--- config.mk ---
export PLATFORM = sky130hd
export DESIGN_NAME = pvt_sensor_scan_flat
export DESIGN_NICKNAME = d
export VERILOG_FILES = /design/src/rtl/pvt_sensor_pkg.sv /design/src/rtl/pvt_sensor_scan_if.sv /design/src/rtl/pvt_ro_edge_sync.sv /design/src/rtl/pvt_sensor_scan.sv /design/src/flat_wrapper.sv
export SDC_FILE = /design/constraint.sdc
export NUM_CORES = 1
export LEC_CHECK = 0
export CORE_MARGIN = 3
export CORE_UTILIZATION = 42
export CTS_CLUSTER_SIZE = 25
export DETAILED_ROUTE_END_ITERATION = 10
export GPL_ROUTABILITY_DRIVEN = 0
export HOLD_SLACK_MARGIN = 0.06
export MAX_ROUTING_LAYER = met4
export PLACE_DENSITY_LB_ADDON = 0.3
export SLEW_MARGIN = 0
export SYNTH_ARGS = -nofsm -noshare
export SYNTH_HDL_FRONTEND = slang
export SYNTH_HIERARCHICAL = 1
export SYNTH_SLANG_ARGS = --single-unit
--- constraint.sdc ---
create_clock -name clk -period 9.9 [get_ports clk]
set_input_delay 1.98 -clock clk [delete_from_list [all_inputs] [get_ports clk]]
set_output_delay 1.98 -clock clk [all_outputs]
set_load 0.02 [all_outputs]
--- src/rtl/pvt_sensor_pkg.sv ---
// Shared types and helpers for the PVT ring-oscillator scan controller.
package pvt_sensor_pkg;

  typedef enum logic [1:0] {
    StIdle,
    StSettle,
    StGate,
    StDone
  } state_e;

  function automatic int unsigned CH_W(input int unsigned n);
    return (n > 1) ? $clog2(n) : 1;
  endfunction

  // First set bit of mask at index >= start, wrapping modulo n; 0 if mask is empty.
  function automatic int unsigned next_set_bit(input logic [15:0] mask, input int unsigned start,
                                               input int unsigned n);
    int unsigned idx;
    logic found;
    next_set_bit = 0;
    found = 1'b0;
    for (int unsigned i = 0; i < 16; i++) begin
      idx = (start + i) % n;
      if (!found && (i < n) && mask[idx[3:0]]) begin
        next_set_bit = idx;
        found = 1'b1;
      end
    end
  endfunction

endpackage

--- src/rtl/pvt_sensor_scan_if.sv ---
// Control, result and RO-macro signals of the PVT sensor scan controller.
interface pvt_sensor_scan_if #(
  parameter int unsigned NUM_CH = 4,
  parameter int unsigned CNT_W  = 10,
  parameter int unsigned DATA_W = 16
);
  localparam int unsigned ChW = pvt_sensor_pkg::CH_W(NUM_CH);

  logic              en;
  logic              mode;
  logic [ChW-1:0]    sel;
  logic [NUM_CH-1:0] ch_mask;
  logic [CNT_W-1:0]  count;
  logic [NUM_CH-1:0] ro_in;
  logic [NUM_CH-1:0] ro_en;
  logic              busy;
  logic              o_valid;
  logic [DATA_W-1:0] o_data;
  logic [ChW-1:0]    o_ch;
  logic              o_sat;

  modport master (
    output en, mode, sel, ch_mask, count, ro_in,
    input  ro_en, busy, o_valid, o_data, o_ch, o_sat
  );

  modport slave (
    input  en, mode, sel, ch_mask, count, ro_in,
    output ro_en, busy, o_valid, o_data, o_ch, o_sat
  );

endinterface

--- src/rtl/pvt_ro_edge_sync.sv ---
// 3-flop synchroniser for one asynchronous RO output with rising-edge detect.
module pvt_ro_edge_sync (
  input  logic clk_i,
  input  logic rst_ni,
  input  logic ro_i,
  output logic edge_o
);

  logic [2:0] sync_q;

  always_ff @(posedge clk_i or negedge rst_ni) begin
    if (!rst_ni) begin
      sync_q <= '0;
    end else begin
      sync_q <= {sync_q[1:0], ro_i};
    end
  end

  assign edge_o = sync_q[1] & ~sync_q[2];

endmodule

--- src/rtl/pvt_sensor_scan.sv ---
// Multi-channel RO sensor controller: settle, gated edge count, optional window averaging,
// single-shot or round-robin scan.
module pvt_sensor_scan
  import pvt_sensor_pkg::*;
#(
  parameter int unsigned NUM_CH     = 4,
  parameter int unsigned CNT_W      = 10,
  parameter int unsigned DATA_W     = 16,
  parameter int unsigned AVG_LOG2   = 0,
  parameter int unsigned SETTLE_CYC = 8
) (
  input logic              clk,
  input logic              rstn,
  pvt_sensor_scan_if.slave bus_io
);

  localparam int unsigned ChW  = CH_W(NUM_CH);
  localparam int unsigned AccW = DATA_W + AVG_LOG2;
  localparam int unsigned WinW = AVG_LOG2 + 1;
  localparam int unsigned StW  = $clog2(SETTLE_CYC + 1);
  localparam int unsigned Wins = 1 << AVG_LOG2;
  localparam logic [DATA_W-1:0] CntMax = '1;

  state_e            state_q, state_d;
  logic              en_s1_q, en_s_q, en_prev_q;
  logic [ChW-1:0]    ch_q, ch_d;
  logic              mode_q, mode_d;
  logic [CNT_W-1:0]  count_q, count_d;
  logic [StW-1:0]    settle_q, settle_d;
  logic [CNT_W-1:0]  gate_q, gate_d;
  logic [WinW-1:0]   win_q, win_d;
  logic [DATA_W-1:0] edge_cnt_q, edge_cnt_d;
  logic [AccW-1:0]   acc_q, acc_d;
  logic              sat_q, sat_d;
  logic              o_valid_q, o_valid_d;
  logic [DATA_W-1:0] o_data_q, o_data_d;
  logic [ChW-1:0]    o_ch_q, o_ch_d;
  logic              o_sat_q, o_sat_d;

  logic [NUM_CH-1:0] edge_vec;
  logic              edge_now, en_rise, sel_ok, scan_ok, launch;
  logic [ChW-1:0]    launch_ch, scan_first, scan_next;
  logic [DATA_W-1:0] edge_inc;

  for (genvar i = 0; i < NUM_CH; i++) begin : g_sync
    pvt_ro_edge_sync u_sync (
      .clk_i (clk),
      .rst_ni(rstn),
      .ro_i  (bus_io.ro_in[i]),
      .edge_o(edge_vec[i])
    );
  end

  assign edge_now   = edge_vec[ch_q];
  assign en_rise    = en_s_q & ~en_prev_q;
  assign sel_ok     = 32'(bus_io.sel) < NUM_CH;
  assign scan_ok    = en_s_q & (|bus_io.ch_mask);
  assign scan_first = ChW'(next_set_bit(16'(bus_io.ch_mask), 0, NUM_CH));
  assign scan_next  = ChW'(next_set_bit(16'(bus_io.ch_mask), (32'(ch_q) + 32'd1) % NUM_CH,
                                        NUM_CH));
  assign edge_inc   = (edge_cnt_q == CntMax) ? edge_cnt_q
                                             : edge_cnt_q + {{(DATA_W-1){1'b0}}, edge_now};

  always_comb begin
    state_d    = state_q;
    ch_d       = ch_q;
    mode_d     = mode_q;
    count_d    = count_q;
    settle_d   = settle_q;
    gate_d     = gate_q;
    win_d      = win_q;
    edge_cnt_d = edge_cnt_q;
    acc_d      = acc_q;
    sat_d      = sat_q;
    launch     = 1'b0;
    launch_ch  = ch_q;

    unique case (state_q)
      StIdle: begin
        if (bus_io.mode) begin
          if (scan_ok) begin
            launch    = 1'b1;
            launch_ch = scan_first;
          end
        end else if (en_rise && sel_ok) begin
          launch    = 1'b1;
          launch_ch = bus_io.sel;
        end
      end
      StSettle: begin
        if (!en_s_q) begin
          state_d = StIdle;
        end else if (settle_q == StW'(SETTLE_CYC - 1)) begin
          state_d = StGate;
        end else begin
          settle_d = settle_q + StW'(1);
        end
      end
      StGate: begin
        if (!en_s_q) begin
          state_d = StIdle;
        end else begin
          sat_d = sat_q | (edge_inc == CntMax);
          if (gate_q == count_q) begin
            acc_d      = acc_q + AccW'(edge_inc);
            edge_cnt_d = '0;
            gate_d     = '0;
            if (win_q == WinW'(Wins - 1)) begin
              state_d = StDone;
            end else begin
              win_d = win_q + WinW'(1);
            end
          end else begin
            gate_d     = gate_q + CNT_W'(1);
            edge_cnt_d = edge_inc;
          end
        end
      end
      StDone: begin
        // A scan moves on to the next channel and always re-settles.
        if (mode_q && bus_io.mode && scan_ok) begin
          launch    = 1'b1;
          launch_ch = scan_next;
        end else begin
          state_d = StIdle;
        end
      end
      default: state_d = StIdle;
    endcase

    if (launch) begin
      state_d    = StSettle;
      ch_d       = launch_ch;
      mode_d     = bus_io.mode;
      count_d    = bus_io.count;
      settle_d   = '0;
      gate_d     = '0;
      win_d      = '0;
      edge_cnt_d = '0;
      acc_d      = '0;
      sat_d      = 1'b0;
    end
  end

  always_comb begin
    o_valid_d = (state_q == StDone);
    o_data_d  = o_data_q;
    o_ch_d    = o_ch_q;
    o_sat_d   = o_sat_q;
    if (state_q == StDone) begin
      o_data_d = DATA_W'(acc_q >> AVG_LOG2);
      o_ch_d   = ch_q;
      o_sat_d  = sat_q;
    end
  end

  always_ff @(posedge clk or negedge rstn) begin
    if (!rstn) begin
      state_q    <= StIdle;
      en_s1_q    <= 1'b0;
      en_s_q     <= 1'b0;
      en_prev_q  <= 1'b0;
      ch_q       <= '0;
      mode_q     <= 1'b0;
      count_q    <= '0;
      settle_q   <= '0;
      gate_q     <= '0;
      win_q      <= '0;
      edge_cnt_q <= '0;
      acc_q      <= '0;
      sat_q      <= 1'b0;
      o_valid_q  <= 1'b0;
      o_data_q   <= '0;
      o_ch_q     <= '0;
      o_sat_q    <= 1'b0;
    end else begin
      state_q    <= state_d;
      en_s1_q    <= bus_io.en;
      en_s_q     <= en_s1_q;
      en_prev_q  <= en_s_q;
      ch_q       <= ch_d;
      mode_q     <= mode_d;
      count_q    <= count_d;
      settle_q   <= settle_d;
      gate_q     <= gate_d;
      win_q      <= win_d;
      edge_cnt_q <= edge_cnt_d;
      acc_q      <= acc_d;
      sat_q      <= sat_d;
      o_valid_q  <= o_valid_d;
      o_data_q   <= o_data_d;
      o_ch_q     <= o_ch_d;
      o_sat_q    <= o_sat_d;
    end
  end

  assign bus_io.ro_en   = (state_q == StSettle || state_q == StGate) ? (NUM_CH'(1) << ch_q)
                                                                     : '0;
  assign bus_io.busy    = (state_q != StIdle);
  assign bus_io.o_valid = o_valid_q;
  assign bus_io.o_data  = o_data_q;
  assign bus_io.o_ch    = o_ch_q;
  assign bus_io.o_sat   = o_sat_q;

endmodule
--- src/flat_wrapper.sv ---
// flat-port wrapper written by rule: the top's interface ports become plain ports
module pvt_sensor_scan_flat import pvt_sensor_pkg::*;
#(
  parameter int unsigned NUM_CH     = 4,
  parameter int unsigned CNT_W      = 10,
  parameter int unsigned DATA_W     = 16,
  parameter int unsigned AVG_LOG2   = 0,
  parameter int unsigned SETTLE_CYC = 8
)
  (clk, rstn, bus_io_en, bus_io_mode, bus_io_sel, bus_io_ch_mask, bus_io_count, bus_io_ro_in, bus_io_ro_en, bus_io_busy, bus_io_o_valid, bus_io_o_data, bus_io_o_ch, bus_io_o_sat);
  pvt_sensor_scan_if #(.NUM_CH(NUM_CH), .CNT_W(CNT_W), .DATA_W(DATA_W)) bus_io_i ();
  input logic clk;
  input logic rstn;
  input wire logic [$bits(bus_io_i.en)-1:0] bus_io_en;
  input wire logic [$bits(bus_io_i.mode)-1:0] bus_io_mode;
  input wire logic [$bits(bus_io_i.sel)-1:0] bus_io_sel;
  input wire logic [$bits(bus_io_i.ch_mask)-1:0] bus_io_ch_mask;
  input wire logic [$bits(bus_io_i.count)-1:0] bus_io_count;
  input wire logic [$bits(bus_io_i.ro_in)-1:0] bus_io_ro_in;
  output wire logic [$bits(bus_io_i.ro_en)-1:0] bus_io_ro_en;
  output wire logic [$bits(bus_io_i.busy)-1:0] bus_io_busy;
  output wire logic [$bits(bus_io_i.o_valid)-1:0] bus_io_o_valid;
  output wire logic [$bits(bus_io_i.o_data)-1:0] bus_io_o_data;
  output wire logic [$bits(bus_io_i.o_ch)-1:0] bus_io_o_ch;
  output wire logic [$bits(bus_io_i.o_sat)-1:0] bus_io_o_sat;
  assign bus_io_i.en = bus_io_en;
  assign bus_io_i.mode = bus_io_mode;
  assign bus_io_i.sel = bus_io_sel;
  assign bus_io_i.ch_mask = bus_io_ch_mask;
  assign bus_io_i.count = bus_io_count;
  assign bus_io_i.ro_in = bus_io_ro_in;
  assign bus_io_ro_en = bus_io_i.ro_en;
  assign bus_io_busy = bus_io_i.busy;
  assign bus_io_o_valid = bus_io_i.o_valid;
  assign bus_io_o_data = bus_io_i.o_data;
  assign bus_io_o_ch = bus_io_i.o_ch;
  assign bus_io_o_sat = bus_io_i.o_sat;
  pvt_sensor_scan #(.NUM_CH(NUM_CH), .CNT_W(CNT_W), .DATA_W(DATA_W), .AVG_LOG2(AVG_LOG2), .SETTLE_CYC(SETTLE_CYC)) u_core (.clk(clk), .rstn(rstn), .bus_io(bus_io_i));
endmodule
==> results.py <==
metrics = {
    "logic_synthesis": {
        "synth.net_count": 606,
        "ys_seq_elements": 97,
        "async_reset_ff_share_pct": 100,
        "syn_area_mm2": 0.00552,
        "yosys.area_share.simple_pct": 16.5,
        "avgSynthCellArea_um2": 9.97,
        "ys.warnings.count": 6,
        "yosysSeqAreaShare_pct": 44.0,
        "yosys_most_used_dff": "dfrtp_1",
        "netlist.area_leader.share_pct": 44.0,
        "synthXorXnorAreaFrac_pct": 6.03,
        "synth_area_leaders": "dfrtp_1 (44%), mux2_2 (6.3%), ha_1 (6.1%), a21oi_1 (3.9%), nand2_1 (3.7%)",
        "synthMuxAreaShare_pct": 7.64,
        "yosys.area.top_type": "dfrtp_1",
        "synth.distinct_cells": 64,
        "netlist_instances": 554,
        "synth-edff-count": 0,
        "synth_top_family_by_area": "simple AND/OR/NAND/NOR gates",
        "synth_compound_area_share_pct": 15.7,
        "synth_fa_ha_area_share_pct": 6.48,
    },
    "critical_path": {
        "crit_fanout": 23,
        "r2r_cells": 13,
        "crit_chain": "clkdlybuf4s50_1 > nor4_4 > mux2i_1 > a41o_1 > nand2b_1 > nand4_1 > xor2_1 > nor2_1",
        "reg2reg_setup_slack_ps": 5460,
        "critPathLaunch": "bus_io_ch_mask[3]",
        "path_class": "in -> reg",
        "cp.arrival_ps": 4730,
        "critPathLaunchType": "primary input",
        "endpoint": "u_core/gate_q[9]$_DFFE_PN0P_",
        "cp_slowest_cell": "a41o_1",
        "worst_setup_path_end_kind": "register",
        "crit_required_ps": 10120,
        "slowest_delay_ps": 860,
        "reg2reg_to": "u_core/acc_q[12]$_DFFE_PN0P_",
        "reg2reg_from": "u_core/ch_q[0]$_DFFE_PN0P_",
    },
    "global_route": {
        "groute.usage.overall_pct": 18.0,
        "grt_start_max_net_pins": 63,
        "grt_pass1_wl_um": 20800,
        "antenna_found_initial": 0,
        "grt_pass1_vias": 4312,
        "gr-total-overflow": 0,
    },
    "floorplan": {
        "ios": 49,
        "row_count": 41,
        "dieArea_mm2": 0.0146,
        "core_area_mm2": 0.0127,
        "fp.dieW_um": 121,
        "fp.dieH_um": 121,
        "initial_core_util_pct": 43.4,
    },
    "clock_tree": {
        "numCtsBuffers": 9,
        "cts.htree.levels": 3,
        "cts.sinks": 97,
        "root_buffer": "clkbuf_16",
        "cts_tree": "yes",
        "clockBufferDepth": 2,
        "post_cts_buffers": 0,
        "clk_pin_slew_ps": 70,
        "clock_latency_ps": 350,
        "cts_hold_buf": 0,
        "cts-resized-gates": 0,
    },
    "timing": {
        "whs_ps": 352,
        "finalSetupViolations": 0,
        "finalHoldViolCount": 0,
        "slew_headroom_pct": 25.0,
        "worst_pin_slew_ps": 1120,
        "fmax_ghz": 0.222,
        "min_period_ps": 4510,
        "tns_ps": 0,
        "finClkSkew_ps": 10.3,
        "rsz0062_at_grt": "false",
        "fin_crit_sh_pct": 45.5,
        "maxSlewViolCount": 0,
    },
    "job": {
        "drv_cap": 0,
    },
    "place": {
        "placed_area_mm2": 0.00612,
        "port_buffers": 48,
        "dp_hpwl_um": 8660,
    },
    "finish": {
        "drive_gt1_share_pct": 11.8,
        "final_common_cell": "dfrtp_1",
        "final_cell_mix": "dfrtp_1 (97), nand2_1 (54), clkdlybuf4s50_1 (47)",
        "multi_input_area_mm2": 0.00289,
        "postLayoutCellArea_mm2": 0.00643,
        "syn_to_final_growth_pct": 16.5,
        "final_nets": 642,
        "n_antenna_cell": 0,
        "nFillCells": 1180,
        "final-seq-area_mm2": 0.00243,
        "fin_util_pct": 50.6,
    },
    "drt": {
        "vias": 4275,
        "drc": 0,
        "antenna_left": 0,
        "routed_wl_um": 12200,
        "drt_iter0_drc": 301,
        "detail_route.wl_per_cell_um": 15.9,
        "drtPass1Iterations": 4,
        "viasPerCell": 5.57,
    },
    "power_and_ir_drop": {
        "p_per_area_mw_per_mm2": 205,
        "ir_worst_vdd_uv": 90.0,
        "p_leak_uw": 0.00294,
    },
    "outcome": {
        "status": "finished clean",
    },
    "hold_path": {
        "hp-class": "reg -> reg",
    },
}
-- cell families (layout without fill, tap and decap cells) --
family          after synthesis  in the layout
xor+xnor                     38             38
compound gates              136            136
mux                          37             37
flops                        97             97
simple gates                170            170
buf+inv                      48             89
fa+ha+maj                    28             28
-- how the worst min path moves through the flow --
stage,from,cells past startpoint,to
after global placement,u_core/g_sync[0].u_sync/sync_q[0]$_DFF_PN0_,0,u_core/g_sync[0].u_sync/sync_q[1]$_DFF_PN0_
after floorplan,u_core/en_s1_q$_DFF_PN0_,0,u_core/en_s_q$_DFF_PN0_
final,u_core/en_s1_q$_DFF_PN0_,0,u_core/en_s_q$_DFF_PN0_
after CTS,u_core/en_s1_q$_DFF_PN0_,0,u_core/en_s_q$_DFF_PN0_
after detailed placement,u_core/en_s1_q$_DFF_PN0_,0,u_core/en_s_q$_DFF_PN0_
after global routing,u_core/g_sync[1].u_sync/sync_q[0]$_DFF_PN0_,0,u_core/g_sync[1].u_sync/sync_q[1]$_DFF_PN0_
-- cells in the mapped netlist, types with 3 or more instances --
master,count
and3_1,8
nor2b_4,4
o21bai_1,4
nand2_1,54
a21oi_1,43
o31ai_1,8
nand4_1,17
nand3_1,7
dfrtp_1,97
a211oi_1,10
o22ai_1,4
nor4_1,3
xnor2_1,19
a31oi_1,5
xor2_1,19
nor3_1,6
o211ai_1,4
mux2i_1,5
a22o_1,4
ha_1,27
o21ai_0,26
clkbuf_1,11
nand2b_1,5
nor2_1,39
inv_1,21
a21o_1,9
buf_2,11
mux2_2,31
and2_1,8
a211o_1,3
-- metrics by stage --
step / instances / total power [µW] / setup slack (ps)
CTS: 767 / 1330 / 5430
detailed placement: 751 / 964 / 5110
global placement: 751 / 948 / 5260
floorplan: 554 / 817 / 6070
global route: 767 / 1400 / 5120
finish: 767 / 1320 / 5390
-- layer usage --
metal / track usage [%] / routed length [µm] / up-vias / part of all wire [%]
li1: - / - / 2049 / -
met1: 22.8 / 5550 / 2083 / 45
met2: 28.2 / 5770 / 110 / 47
met3: 3.60 / 529 / 33 / 4.3
met4: 7.79 / 367 / 0 / 3.0
met5: - / 0 / - / 0
-- power breakdown --
group	total [µW]	switching, µW	internal (µW)	leakage (µW)
Combinational	427	228	199	0.00151
Sequential	527	59.1	468	0.00128
Clock	363	161	201	0.000154
Total	1320	449	868	0.00294
-- critical path: cells and delay by family --
kind                      cells  cell delay [ps]
and+or+nand+nor               4              800
muxes                         1              230
AOI/OAI and AO/OA             1              860
buffers and inverters         1              660
xor gates and xnor gates      1              200
-- final cells by class --
type	instances	area share, %
clock buffer	9	3.50
clock inverter	7	1.30
inverter	21	1.23
multi-input combinational	409	45.0
sequential	97	37.7
tap	172	3.35
timing repair buffer	52	7.90
-- state kept, by name, indices dropped and copies added (netlist names) --
signal	cells
u_core/bus_io.o_ch	2
u_core/edge_cnt_q	16
u_core/bus_io.o_valid	1
u_core/mode_q	1
u_core/settle_q	4
u_core/acc_q	16
u_core/sat_q	1
u_core/en_s_q	1
u_core/g_sync.u_sync/sync_q	12
u_core/bus_io.o_sat	1
u_core/ch_q	2
u_core/gate_q	10
u_core/en_prev_q	1
u_core/en_s1_q	1
u_core/state_q	2
u_core/count_q	10
u_core/bus_io.o_data	16
Power figures use the tool's default switching activity.
